`src/rtl/tomasulo_pkg.sv`:
```
// Shared Tomasulo definitions: reserved tag, idle data value, opcodes and the
// default-width reservation-station entry layout.
package tomasulo_pkg;

    localparam logic [3:0]  FREE_REGISTER = 4'd0;
    localparam logic [15:0] NO_VALUE      = 16'hFFF0;

    localparam logic [2:0] OP_ADD = 3'd0;
    localparam logic [2:0] OP_SUB = 3'd1;
    localparam logic [2:0] OP_AND = 3'd2;
    localparam logic [2:0] OP_OR  = 3'd3;
    localparam logic [2:0] OP_XOR = 3'd4;
    localparam logic [2:0] OP_SLT = 3'd5;
    localparam logic [2:0] OP_MUL = 3'd6;
    localparam logic [2:0] OP_DIV = 3'd7;

    typedef struct packed {
        logic        valid;
        logic [2:0]  op;
        logic [15:0] vj;
        logic [15:0] vk;
        logic [3:0]  qj;
        logic [3:0]  qk;
        logic [0:0]  age;
    } rs_entry_t;

endpackage

```
`src/rtl/rs_oldest_ready_sel.sv`:
```
// Picks the ready entry with the largest age; equal ages resolve to the lowest index.
module rs_oldest_ready_sel
    import tomasulo_pkg::*;
#(
    parameter int unsigned N_RS  = 2,
    parameter int unsigned AGE_W = 1,
    parameter int unsigned IDX_W = 1
) (
    input  logic [N_RS-1:0]       ready,
    input  logic [N_RS*AGE_W-1:0] ages,
    output logic                  sel_valid,
    output logic [IDX_W-1:0]      sel_idx
);

    logic [AGE_W-1:0] best_age;

    always_comb begin
        sel_valid = 1'b0;
        sel_idx   = '0;
        best_age  = '0;
        // Strict compare keeps the earlier (lower) index on ties.
        for (int unsigned i = 0; i < N_RS; i++) begin
            if (ready[i] && (!sel_valid || (ages[i*AGE_W +: AGE_W] > best_age))) begin
                sel_valid = 1'b1;
                sel_idx   = IDX_W'(i);
                best_age  = ages[i*AGE_W +: AGE_W];
            end
        end
    end

endmodule

```
`src/rtl/res_station_bank.sv`:
```
// Bank of N_RS reservation stations sharing one functional unit: dispatch, CDB
// snoop, oldest-ready selection and a registered valid/ready issue stage.
module res_station_bank
    import tomasulo_pkg::*;
#(
    parameter int unsigned N_RS     = 2,
    parameter int unsigned DATA_W   = 16,
    parameter int unsigned TAG_W    = 4,
    parameter int unsigned OP_W     = 3,
    parameter int unsigned TAG_BASE = 1,
    parameter logic [DATA_W-1:0] NO_VALUE = DATA_W'(tomasulo_pkg::NO_VALUE)
) (
    input  logic              Clock,
    input  logic              Reset,
    input  logic              Flush,
    input  logic              Disp_Valid,
    output logic              Disp_Ready,
    input  logic [OP_W-1:0]   Disp_Opcode,
    input  logic [DATA_W-1:0] Disp_Vj,
    input  logic [DATA_W-1:0] Disp_Vk,
    input  logic [TAG_W-1:0]  Disp_Qj,
    input  logic [TAG_W-1:0]  Disp_Qk,
    output logic [TAG_W-1:0]  Disp_Tag,
    input  logic              CDB_Valid,
    input  logic [TAG_W-1:0]  CDB_Tag,
    input  logic [DATA_W-1:0] CDB_Data,
    output logic              Issue_Valid,
    input  logic              Issue_Ready,
    output logic [DATA_W-1:0] Issue_A,
    output logic [DATA_W-1:0] Issue_B,
    output logic [OP_W-1:0]   Issue_Op,
    output logic [TAG_W-1:0]  Issue_Tag,
    output logic [N_RS-1:0]   Busy_Vec
);

    localparam int unsigned AGE_W = (N_RS > 1) ? $clog2(N_RS) : 1;
    localparam int unsigned IDX_W = AGE_W;
    localparam logic [AGE_W-1:0] AGE_MAX = AGE_W'(N_RS - 1);
    localparam logic [TAG_W-1:0] NO_TAG  = TAG_W'(FREE_REGISTER);

    typedef struct packed {
        logic              valid;
        logic [OP_W-1:0]   op;
        logic [DATA_W-1:0] vj;
        logic [DATA_W-1:0] vk;
        logic [TAG_W-1:0]  qj;
        logic [TAG_W-1:0]  qk;
        logic [AGE_W-1:0]  age;
    } entry_t;

    entry_t entry_q [N_RS];
    entry_t entry_d [N_RS];
    entry_t new_entry;

    logic              issue_valid_q, issue_valid_d;
    logic [DATA_W-1:0] issue_a_q, issue_a_d;
    logic [DATA_W-1:0] issue_b_q, issue_b_d;
    logic [OP_W-1:0]   issue_op_q, issue_op_d;
    logic [TAG_W-1:0]  issue_tag_q, issue_tag_d;
    logic [IDX_W-1:0]  issue_idx_q, issue_idx_d;

    logic [N_RS-1:0]       held_by_issue;
    logic [N_RS-1:0]       ready_vec;
    logic [N_RS*AGE_W-1:0] age_flat;
    logic                  free_found;
    logic [IDX_W-1:0]      free_idx;
    logic                  sel_valid;
    logic [IDX_W-1:0]      sel_idx;
    logic                  dispatch_acc;
    logic                  cdb_hit;
    logic                  issue_load;

    // A slot stays reserved while the issue stage still carries its tag.
    always_comb begin
        free_found = 1'b0;
        free_idx   = '0;
        for (int unsigned i = 0; i < N_RS; i++) begin
            held_by_issue[i]          = issue_valid_q && (issue_idx_q == IDX_W'(i));
            ready_vec[i]              = entry_q[i].valid && (entry_q[i].qj == NO_TAG)
                                        && (entry_q[i].qk == NO_TAG);
            age_flat[i*AGE_W +: AGE_W] = entry_q[i].age;
            Busy_Vec[i]               = entry_q[i].valid || held_by_issue[i];
            if (!Busy_Vec[i] && !free_found) begin
                free_found = 1'b1;
                free_idx   = IDX_W'(i);
            end
        end
    end

    rs_oldest_ready_sel #(
        .N_RS  (N_RS),
        .AGE_W (AGE_W),
        .IDX_W (IDX_W)
    ) u_sel (
        .ready     (ready_vec),
        .ages      (age_flat),
        .sel_valid (sel_valid),
        .sel_idx   (sel_idx)
    );

    assign Disp_Ready   = free_found;
    assign Disp_Tag     = free_found ? TAG_W'(TAG_BASE + 32'(free_idx)) : NO_TAG;
    assign dispatch_acc = Disp_Valid && free_found;
    assign cdb_hit      = CDB_Valid && (CDB_Tag != NO_TAG);
    assign issue_load   = !issue_valid_q || Issue_Ready;

    always_comb begin
        new_entry       = '0;
        new_entry.valid = 1'b1;
        new_entry.op    = Disp_Opcode;
        new_entry.vj    = Disp_Vj;
        new_entry.vk    = Disp_Vk;
        new_entry.qj    = Disp_Qj;
        new_entry.qk    = Disp_Qk;
        if (cdb_hit && (CDB_Tag == Disp_Qj)) begin
            new_entry.vj = CDB_Data;
            new_entry.qj = NO_TAG;
        end
        if (cdb_hit && (CDB_Tag == Disp_Qk)) begin
            new_entry.vk = CDB_Data;
            new_entry.qk = NO_TAG;
        end
    end

    always_comb begin
        issue_valid_d = issue_valid_q;
        issue_a_d     = issue_a_q;
        issue_b_d     = issue_b_q;
        issue_op_d    = issue_op_q;
        issue_tag_d   = issue_tag_q;
        issue_idx_d   = issue_idx_q;
        for (int unsigned i = 0; i < N_RS; i++) begin
            entry_d[i] = entry_q[i];
            if (entry_q[i].valid) begin
                if (cdb_hit && (entry_q[i].qj == CDB_Tag)) begin
                    entry_d[i].vj = CDB_Data;
                    entry_d[i].qj = NO_TAG;
                end
                if (cdb_hit && (entry_q[i].qk == CDB_Tag)) begin
                    entry_d[i].vk = CDB_Data;
                    entry_d[i].qk = NO_TAG;
                end
                if (dispatch_acc && (entry_q[i].age != AGE_MAX)) begin
                    entry_d[i].age = entry_q[i].age + 1'b1;
                end
            end
        end
        if (issue_load) begin
            issue_valid_d = sel_valid;
            if (sel_valid) begin
                issue_a_d   = entry_q[sel_idx].vj;
                issue_b_d   = entry_q[sel_idx].vk;
                issue_op_d  = entry_q[sel_idx].op;
                issue_tag_d = TAG_W'(TAG_BASE + 32'(sel_idx));
                issue_idx_d = sel_idx;
                entry_d[sel_idx].valid = 1'b0;
            end else begin
                issue_a_d   = '0;
                issue_b_d   = '0;
                issue_op_d  = '0;
                issue_tag_d = '0;
                issue_idx_d = '0;
            end
        end
        if (dispatch_acc) begin
            entry_d[free_idx] = new_entry;
        end
        if (Flush) begin
            for (int unsigned i = 0; i < N_RS; i++) begin
                entry_d[i] = '0;
            end
            issue_valid_d = 1'b0;
            issue_a_d     = '0;
            issue_b_d     = '0;
            issue_op_d    = '0;
            issue_tag_d   = '0;
            issue_idx_d   = '0;
        end
    end

    always_ff @(posedge Clock or negedge Reset) begin
        if (!Reset) begin
            for (int unsigned i = 0; i < N_RS; i++) begin
                entry_q[i] <= '0;
            end
            issue_valid_q <= 1'b0;
            issue_a_q     <= '0;
            issue_b_q     <= '0;
            issue_op_q    <= '0;
            issue_tag_q   <= '0;
            issue_idx_q   <= '0;
        end else begin
            for (int unsigned i = 0; i < N_RS; i++) begin
                entry_q[i] <= entry_d[i];
            end
            issue_valid_q <= issue_valid_d;
            issue_a_q     <= issue_a_d;
            issue_b_q     <= issue_b_d;
            issue_op_q    <= issue_op_d;
            issue_tag_q   <= issue_tag_d;
            issue_idx_q   <= issue_idx_d;
        end
    end

    assign Issue_Valid = issue_valid_q;
    assign Issue_A     = issue_valid_q ? issue_a_q : NO_VALUE;
    assign Issue_B     = issue_valid_q ? issue_b_q : NO_VALUE;
    assign Issue_Op    = issue_op_q;
    assign Issue_Tag   = issue_tag_q;

endmodule

```
`config.mk`:
```
export PLATFORM = sky130hd
export DESIGN_NAME = res_station_bank
export DESIGN_NICKNAME = d
export VERILOG_FILES = /design/src/rtl/tomasulo_pkg.sv /design/src/rtl/rs_oldest_ready_sel.sv /design/src/rtl/res_station_bank.sv
export SDC_FILE = /design/constraint.sdc
export NUM_CORES = 1
export LEC_CHECK = 0
export CORE_AREA = 5 5 121 135
export DETAILED_ROUTE_END_ITERATION = 8
export DIE_AREA = 0 0 126 140
export GPL_TIMING_DRIVEN = 0
export PLACE_DENSITY = 0.76
export SLEW_MARGIN = 20
export SYNTH_ARGS = -nofsm -noshare
export SYNTH_HDL_FRONTEND = slang
export SYNTH_SLANG_ARGS = --single-unit
```
`constraint.sdc`:
```
create_clock -name Clock -period 1.75 [get_ports Clock]
set_input_delay 0.35 -clock Clock [delete_from_list [all_inputs] [get_ports Clock]]
set_output_delay 0.35 -clock Clock [all_outputs]
set_load 0.01 [all_outputs]
```
Word-level counts from Yosys, hierarchy flattened
Cells that the tools add are included.
{ "op_classes": {"n_addsub": 4, "order_cmp": 5, "muxes": 56, "eq_ne": 6, "bitwise": 5, "reduce_logical": 33} }
{ "op_table": {"columns": ["cell", "count"], "rows": [
  ["$mux 90", 4],
  ["$mux 16", 14],
  ["$bwmux 90", 2],
  ["$mux 44", 3],
  ["$demux 45 s1", 2],
  ["$mux 45", 2],
  ["$mux 41", 2],
  ["$mux 4", 8],
  ["$eq 4x4->1", 6],
  ["$logic_and 1x1->1", 20],
  ["$logic_not 4->1", 4],
  ["$mux 1", 14],
  ["$mux 3", 3],
  ["$add 1x1->2 const A", 2],
  ["$ge 2x2->1 const B", 2],
  ["$logic_or 1x1->1", 4],
  ["$lt 2x1->1 const B", 2],
  ["$mux 2", 2],
  ["$not 1->2", 2],
  ["$reduce_bool 4->1", 1],
  ["$logic_not 1->1", 3],
  ["$not 1->1", 3],
  ["$add 1x1->1 const B", 2],
  ["$reduce_bool 2->1", 1],
  ["$gt 1x1->1", 1]
]} }
{ "totals": {"ff_bits": 131, "elab_cells": 129, "in_bits": 69, "output_inout_bits": 47} }

Longest topological paths before layout
{ "depth": {"ltp_word": 19, "mapped_depth": 8, "mapped_depth_nobuf": 6} }

By module
A second synthesis with hierarchy kept.
{ "hier_totals": {"hier_cells": 840, "hier_area_um2": 7766.2} }
{ "by_module_without_submodules": {"columns": ["module", "instances", "area_each_um2", "cells_each", "seq_area_each_um2"], "rows": [
  ["res_station_bank", 1, 7746.2, 837, 3203.1],
  ["rs_oldest_ready_sel", 1, 20.0, 3, 0.0]
]} }

Worst setup path before layout
Ideal clock, no wire load.
{ "synth_path": {"path_type": "flip-flop to flip-flop", "from": "register issue_valid_q, in the netlist Issue_Valid", "to": "register entry_q[57] in the netlist's numbering", "arrival_ps": 1906, "stages_incl_launch_ff": 7, "required_time_ps": 1612, "path_slack_ps": -294, "cell_sequence": "dfrtp_1 inv_1 o21ai_0 clkinv_1 nand3_1 buf_2 o22ai_1"} }
{ "synth_lines": {"columns": ["element", "line_no", "rtl"], "rows": [
  ["start: declaration", "res_station_bank.sv:55", "logic issue_valid_q, issue_valid_d;"],
  ["start signal: assignment", "res_station_bank.sv:196", "issue_valid_q <= issue_valid_d;"],
  ["end signal: indexed assignment", "res_station_bank.sv:194", "entry_q[i] <= entry_d[i];"],
  ["end: declaration", "res_station_bank.sv:51", "entry_t entry_q [N_RS];"]
]} }

Final worst setup path
{ "layout_path": {"from": "register entry_q[47] in the netlist's numbering", "to": "register issue_a_q[4]"} }
{ "layout_via": {"elab_chain_len": 14, "word_cells_on_any_way": 17, "classes_between": "order compare (1); mux (10); bitwise (1); reduce/logical (5)"} }
{ "layout_rtl": {"columns": ["element", "line_no", "rtl"], "rows": [
  ["$logic_not 4->1 *", "res_station_bank.sv:80", "&& (entry_q[i].qk == NO_TAG);"],
  ["$logic_and 1x1->1 *", "res_station_bank.sv:80", null],
  ["$mux 1", "rs_oldest_ready_sel.sv:23", "if (ready[i] && (!sel_valid || (ages[i*AGE_W +: AGE_W] > best_age))) begin"],
  ["$gt 1x1->1 or $logic_not 1->1 (tied branches)", "rs_oldest_ready_sel.sv:23", null],
  ["$logic_or 1x1->1", "rs_oldest_ready_sel.sv:23", null],
  ["$logic_and 1x1->1", "rs_oldest_ready_sel.sv:23", null],
  ["$mux 1", "rs_oldest_ready_sel.sv:23", null],
  ["$not 1->2 (not written as such)", "res_station_bank.sv:151", "issue_a_d = entry_q[sel_idx].vj;"],
  ["$mux 44 (3 in a row)", null, null],
  ["$mux 16 *", "res_station_bank.sv:150", "if (sel_valid) begin"],
  ["$mux 16 *", "res_station_bank.sv:148", "if (issue_load) begin"],
  ["$mux 16 *", "res_station_bank.sv:168", "if (Flush) begin"],
  ["end signal: assignment", "res_station_bank.sv:197", "issue_a_q <= issue_a_d;"],
  ["end: declaration", "res_station_bank.sv:56", "logic [DATA_W-1:0] issue_a_q, issue_a_d;"]
]} }
Mark *: on every way between the ends. The rest lies on a longest branch, timed or not. The select of a mux whose other input is x is not followed.
A chain may end at the register's enable or synchronous reset.

==> flow_summary.rst <==
.. list-table::
   :header-rows: 1

   * - Metric
     - Value
   * - Outcome
     - finished with violations
   * - Violations in the final reports
     - setup timing
   * - Number of endpoints with negative hold slack in the final report
     - 0
   * - Flop and latch count out of synthesis
     - approximately 130
   * - Crit path buf inv count
     - 2
   * - Unique masters post-synth
     - 35
   * - Period Utilization, post-route
     - 127%
   * - Final critical-path required period
     - 2.22 ns
   * - First-pass detailed-route iteration total
     - 7
   * - Origin of the worst min-delay path
     - Disp_Qj[0]
   * - Class of the worst hold path
     - input port to register
   * - Leak pwr
     - ~0.0047 uW
   * - Mean routed wirelength per cell
     - around 27 um
   * - Top-level port count
     - approximately 120
   * - Starting utilization of the core area
     - around half
   * - Number of antenna violations at the first check in global routing
     - 0
   * - Post-synthesis average cell area
     - between 9 and 10 um^2
   * - Worst Tran Pin Value
     - roughly 0.94 ns
   * - Crit path setup slack, layout
     - -0.470 ns
   * - Number of buffers created by CTS
     - 17
   * - Latest clock arrival within the worst-skew pair
     - between 0.4 and 0.5 ns
   * - Endpoint type of the worst setup path
     - register
   * - Number of DRC markers after the initial detailed-route iteration
     - ~1.1k
   * - Antenna Diode Count
     - 0
   * - Sum of internal, switching and leakage power
     - around 13000 uW
   * - Pin count of the biggest net entering global routing
     - 73
   * - Number of placed cells counting well taps
     - around 1.0k
   * - Number of global-route vias before repair
     - around 7.1k
   * - WP depth
     - 7
   * - Mapped Area
     - between 0.007 and 0.008 mm^2
   * - Required time at the worst-slack endpoint
     - between 2 and 2.5 ns
   * - Count of max-cap constraint violations
     - 0
   * - Length in cells of the worst reg-to-reg path
     - 7
   * - First-pass GRT wire length
     - around 40000 um
   * - Setup violators final
     - approximately 140
   * - Fraction of layout instances using a drive strength above 1
     - 40.2%
   * - CP top delay family
     - simple AND/OR/NAND/NOR gates
   * - Cell types occupying the most area after synthesis
     - sky130_fd_sc_hd__dfrtp_1 (45%), sky130_fd_sc_hd__mux2i_1 (14%), sky130_fd_sc_hd__nand2_1 (6.6%)
   * - Library cell with the largest summed area after synthesis
     - sky130_fd_sc_hd__dfrtp_1
   * - Critical path launch point type
     - register
   * - Internal reg-to-reg setup slack
     - -0.47 ns
   * - Vias/cell
     - approximately 6.6
   * - Delay of the slowest cell on the worst path
     - about 0.43 ns
   * - Met1 demand-to-capacity share in global routing
     - 34.0%
   * - GR Util met2
     - between 40% and 50%
   * - Crit path cell chain
     - nor4_4 > nand4b_1 > o21bai_4 > buf_6 > buf_12 > mux2i_2 > o21ai_0
   * - Final number of max-transition violations
     - 0
   * - Final wirelength
     - 31400 um
   * - Residual overflow from global routing
     - 0
   * - Arrival time at the worst endpoint
     - roughly 2.5 ns
   * - Warnings from Yosys
     - 0
   * - Die area
     - between 0.015 and 0.02 mm^2
   * - Hold Path Depth
     - 2
   * - Area Overhead vs Synth
     - 62.9%
   * - Weighted congestion reported at the end of routability-driven placement
     - about 0.9
   * - CP max-delay cell
     - sky130_fd_sc_hd__dfrtp_1
   * - Via count
     - about 7.6k
   * - Post-route cell area
     - approximately 0.012 mm^2
   * - Global-route track usage on met3
     - about 8.2%
   * - Cell row count
     - 47
   * - Width of the die
     - 126 um
   * - Maximum clock insertion buffer count
     - 2
   * - CTS H-Tree Depth
     - 4
   * - Worst hold slack after final layout
     - 0.238 ns
   * - Count of input and output buffers
     - ~110
   * - IR Drop Worst-Case VDD
     - 0.000769 V
   * - CP startpoint
     - entry_q[47]$_DFF_PN0_
   * - Total GRT Usage
     - 29.1%
   * - ANT nets after route
     - 0
   * - Clock skew after layout
     - about 0.0098 ns
   * - RSZ-0062 raised after global routing
     - true
   * - Sequential element share of the synthesized area
     - approximately 45%
   * - Clock tree from TritonCTS
     - yes
   * - Final standard cell count with taps included and fillers excluded
     - 1156
   * - Path type of the worst setup path
     - register to register
   * - Placement-stage worst setup slack
     - -0.787 ns
   * - Launch instance of the worst register-to-register path
     - entry_q[47]$_DFF_PN0_
   * - Clock slew at the register clock pins of the worst setup and hold paths
     - around 0.060 ns
   * - Count of unresolved DRC violations after routing
     - 0
   * - Placed cell area
     - between 0.008 and 0.009 mm^2
   * - Number of sinks handled by clock tree synthesis
     - between 100 and 150
   * - Fraction of synthesized cell area taken by the top area cell type
     - a little under half
   * - Relative slew slack
     - 37.2%
   * - Post-synthesis cell count
     - about 740
   * - Highest-utilization routing layer at the global route stage
     - met2
   * - Detailed placement HPWL
     - 15400 um
   * - Peak clock frequency supported by timing
     - 0.450 GHz
   * - Power density cells
     - around 1100 mW/mm^2
   * - CORE AREA
     - about 0.015 mm^2
   * - Die height
     - between 100 and 150 um
   * - Maximum net fanout on the critical path
     - 5
   * - Root buffer cell
     - sky130_fd_sc_hd__clkbuf_16
   * - Net total in the final layout
     - approximately 1.0k
-- logic make-up after synthesis --
family	Yosys count	synth area share [%]
other cells	1	0.0527
simple gates	245	15.8
xor+xnor	24	2.95
compound gates	142	12.4
mux	132	19.1
flops	128	45.0
buf+inv	66	4.68
-- per-layer routing --
metal	wire length, um	part of all wire (%)
met3	3690	12
met2	14400	46
met4	2790	8.9
met5	0	0
met1	10600	34
-- placed cells by master, fill, tap and decap left out, drive strengths merged, types with 6 or more instances in the layout --
cell / instances
a21oi: 17
a22o: 8
a31oi: 33
and2: 8
buf: 147
bufinv: 6
clkbuf: 49
clkdlybuf4s50: 56
clkinv: 7
dfrtp: 128
dlygate4sd2: 6
mux2: 33
mux2i: 99
nand2: 125
nand2b: 25
nand3: 53
nand4: 6
nor2: 17
o211ai: 9
o21ai: 38
o22ai: 32
xnor2: 24
-- sequential cells by signal (all words and copies together) (netlist names) --
| register | flops |
|---|---|
| entry_q | 88 |
| issue_a_q | 16 |
| issue_b_q | 16 |
| Issue_Op | 3 |
| Issue_Tag | 2 |
| age_flat | 2 |
| Issue_Valid | 1 |
-- path summary, 6_finish.rpt --
check	endpoint
max in group asynchronous	Issue_Valid$_DFFE_PN0P_
setup reg to reg	issue_a_q[4]$_DFFE_PN0P_
setup / recovery	issue_a_q[4]$_DFFE_PN0P_
hold reg to reg	issue_a_q[6]$_DFFE_PN0P_
min in group asynchronous	entry_q[73]$_DFF_PN0_
hold / removal	entry_q[50]$_DFF_PN0_
-- synthesized netlist by cell type (all sizes together) --
cell	instances
clkbuf	34
o22ai	32
mux2	33
nand4b	2
nor2	17
a21oi	17
nand2b	25
o41a	1
o211ai	9
o21bai	1
clkinv	1
nand4	6
nor4	2
a21o	1
xnor2	24
nor3	4
a31oi	33
dfrtp	128
conb	1
nand2	125
nand3	52
and2	8
a211o	1
mux2i	99
o21ai	38
or2	3
inv	4
nor2b	1
buf	27
o41ai	1
a22o	8
-- per-stage QoR --
step                TNS (ns)  utilization (%)
global placement     -719.89             57.3
detailed placement    -84.34             57.6
finish                -29.29             78.2
CTS                   -11.60             70.0
floorplan              -4.67                -
global route          -31.57             78.2
-- power breakdown --
part	internal (uW)	switching, uW	leakage (uW)
clock network	2660	1490	0.000323
logic	2600	2670	0.00264
registers	3300	343	0.00175
-- area by class of cell --
class,count,area (um^2)
Buffer,59,701
Clock buffer,17,425
Clock inverter,15,241
Fill cell,782,3230
Inverter,5,33.8
Multi-Input combinational cell,548,4690
Sequential cell,128,3210
Tap cell,196,245
Timing Repair Buffer,188,2050
-- what timing repair did --
item                                   4_1_cts  5_1_grt
cloned                                      10        8
gates resized for setup                    405      198
endpoints found under the hold margin       56        0
setup buffers                               33       38
pin swaps                                   32       54
hold buffers                                 1        0
setup endpoints to repair                  164      149
No activity file was read; power rests on OpenSTA's default activity.
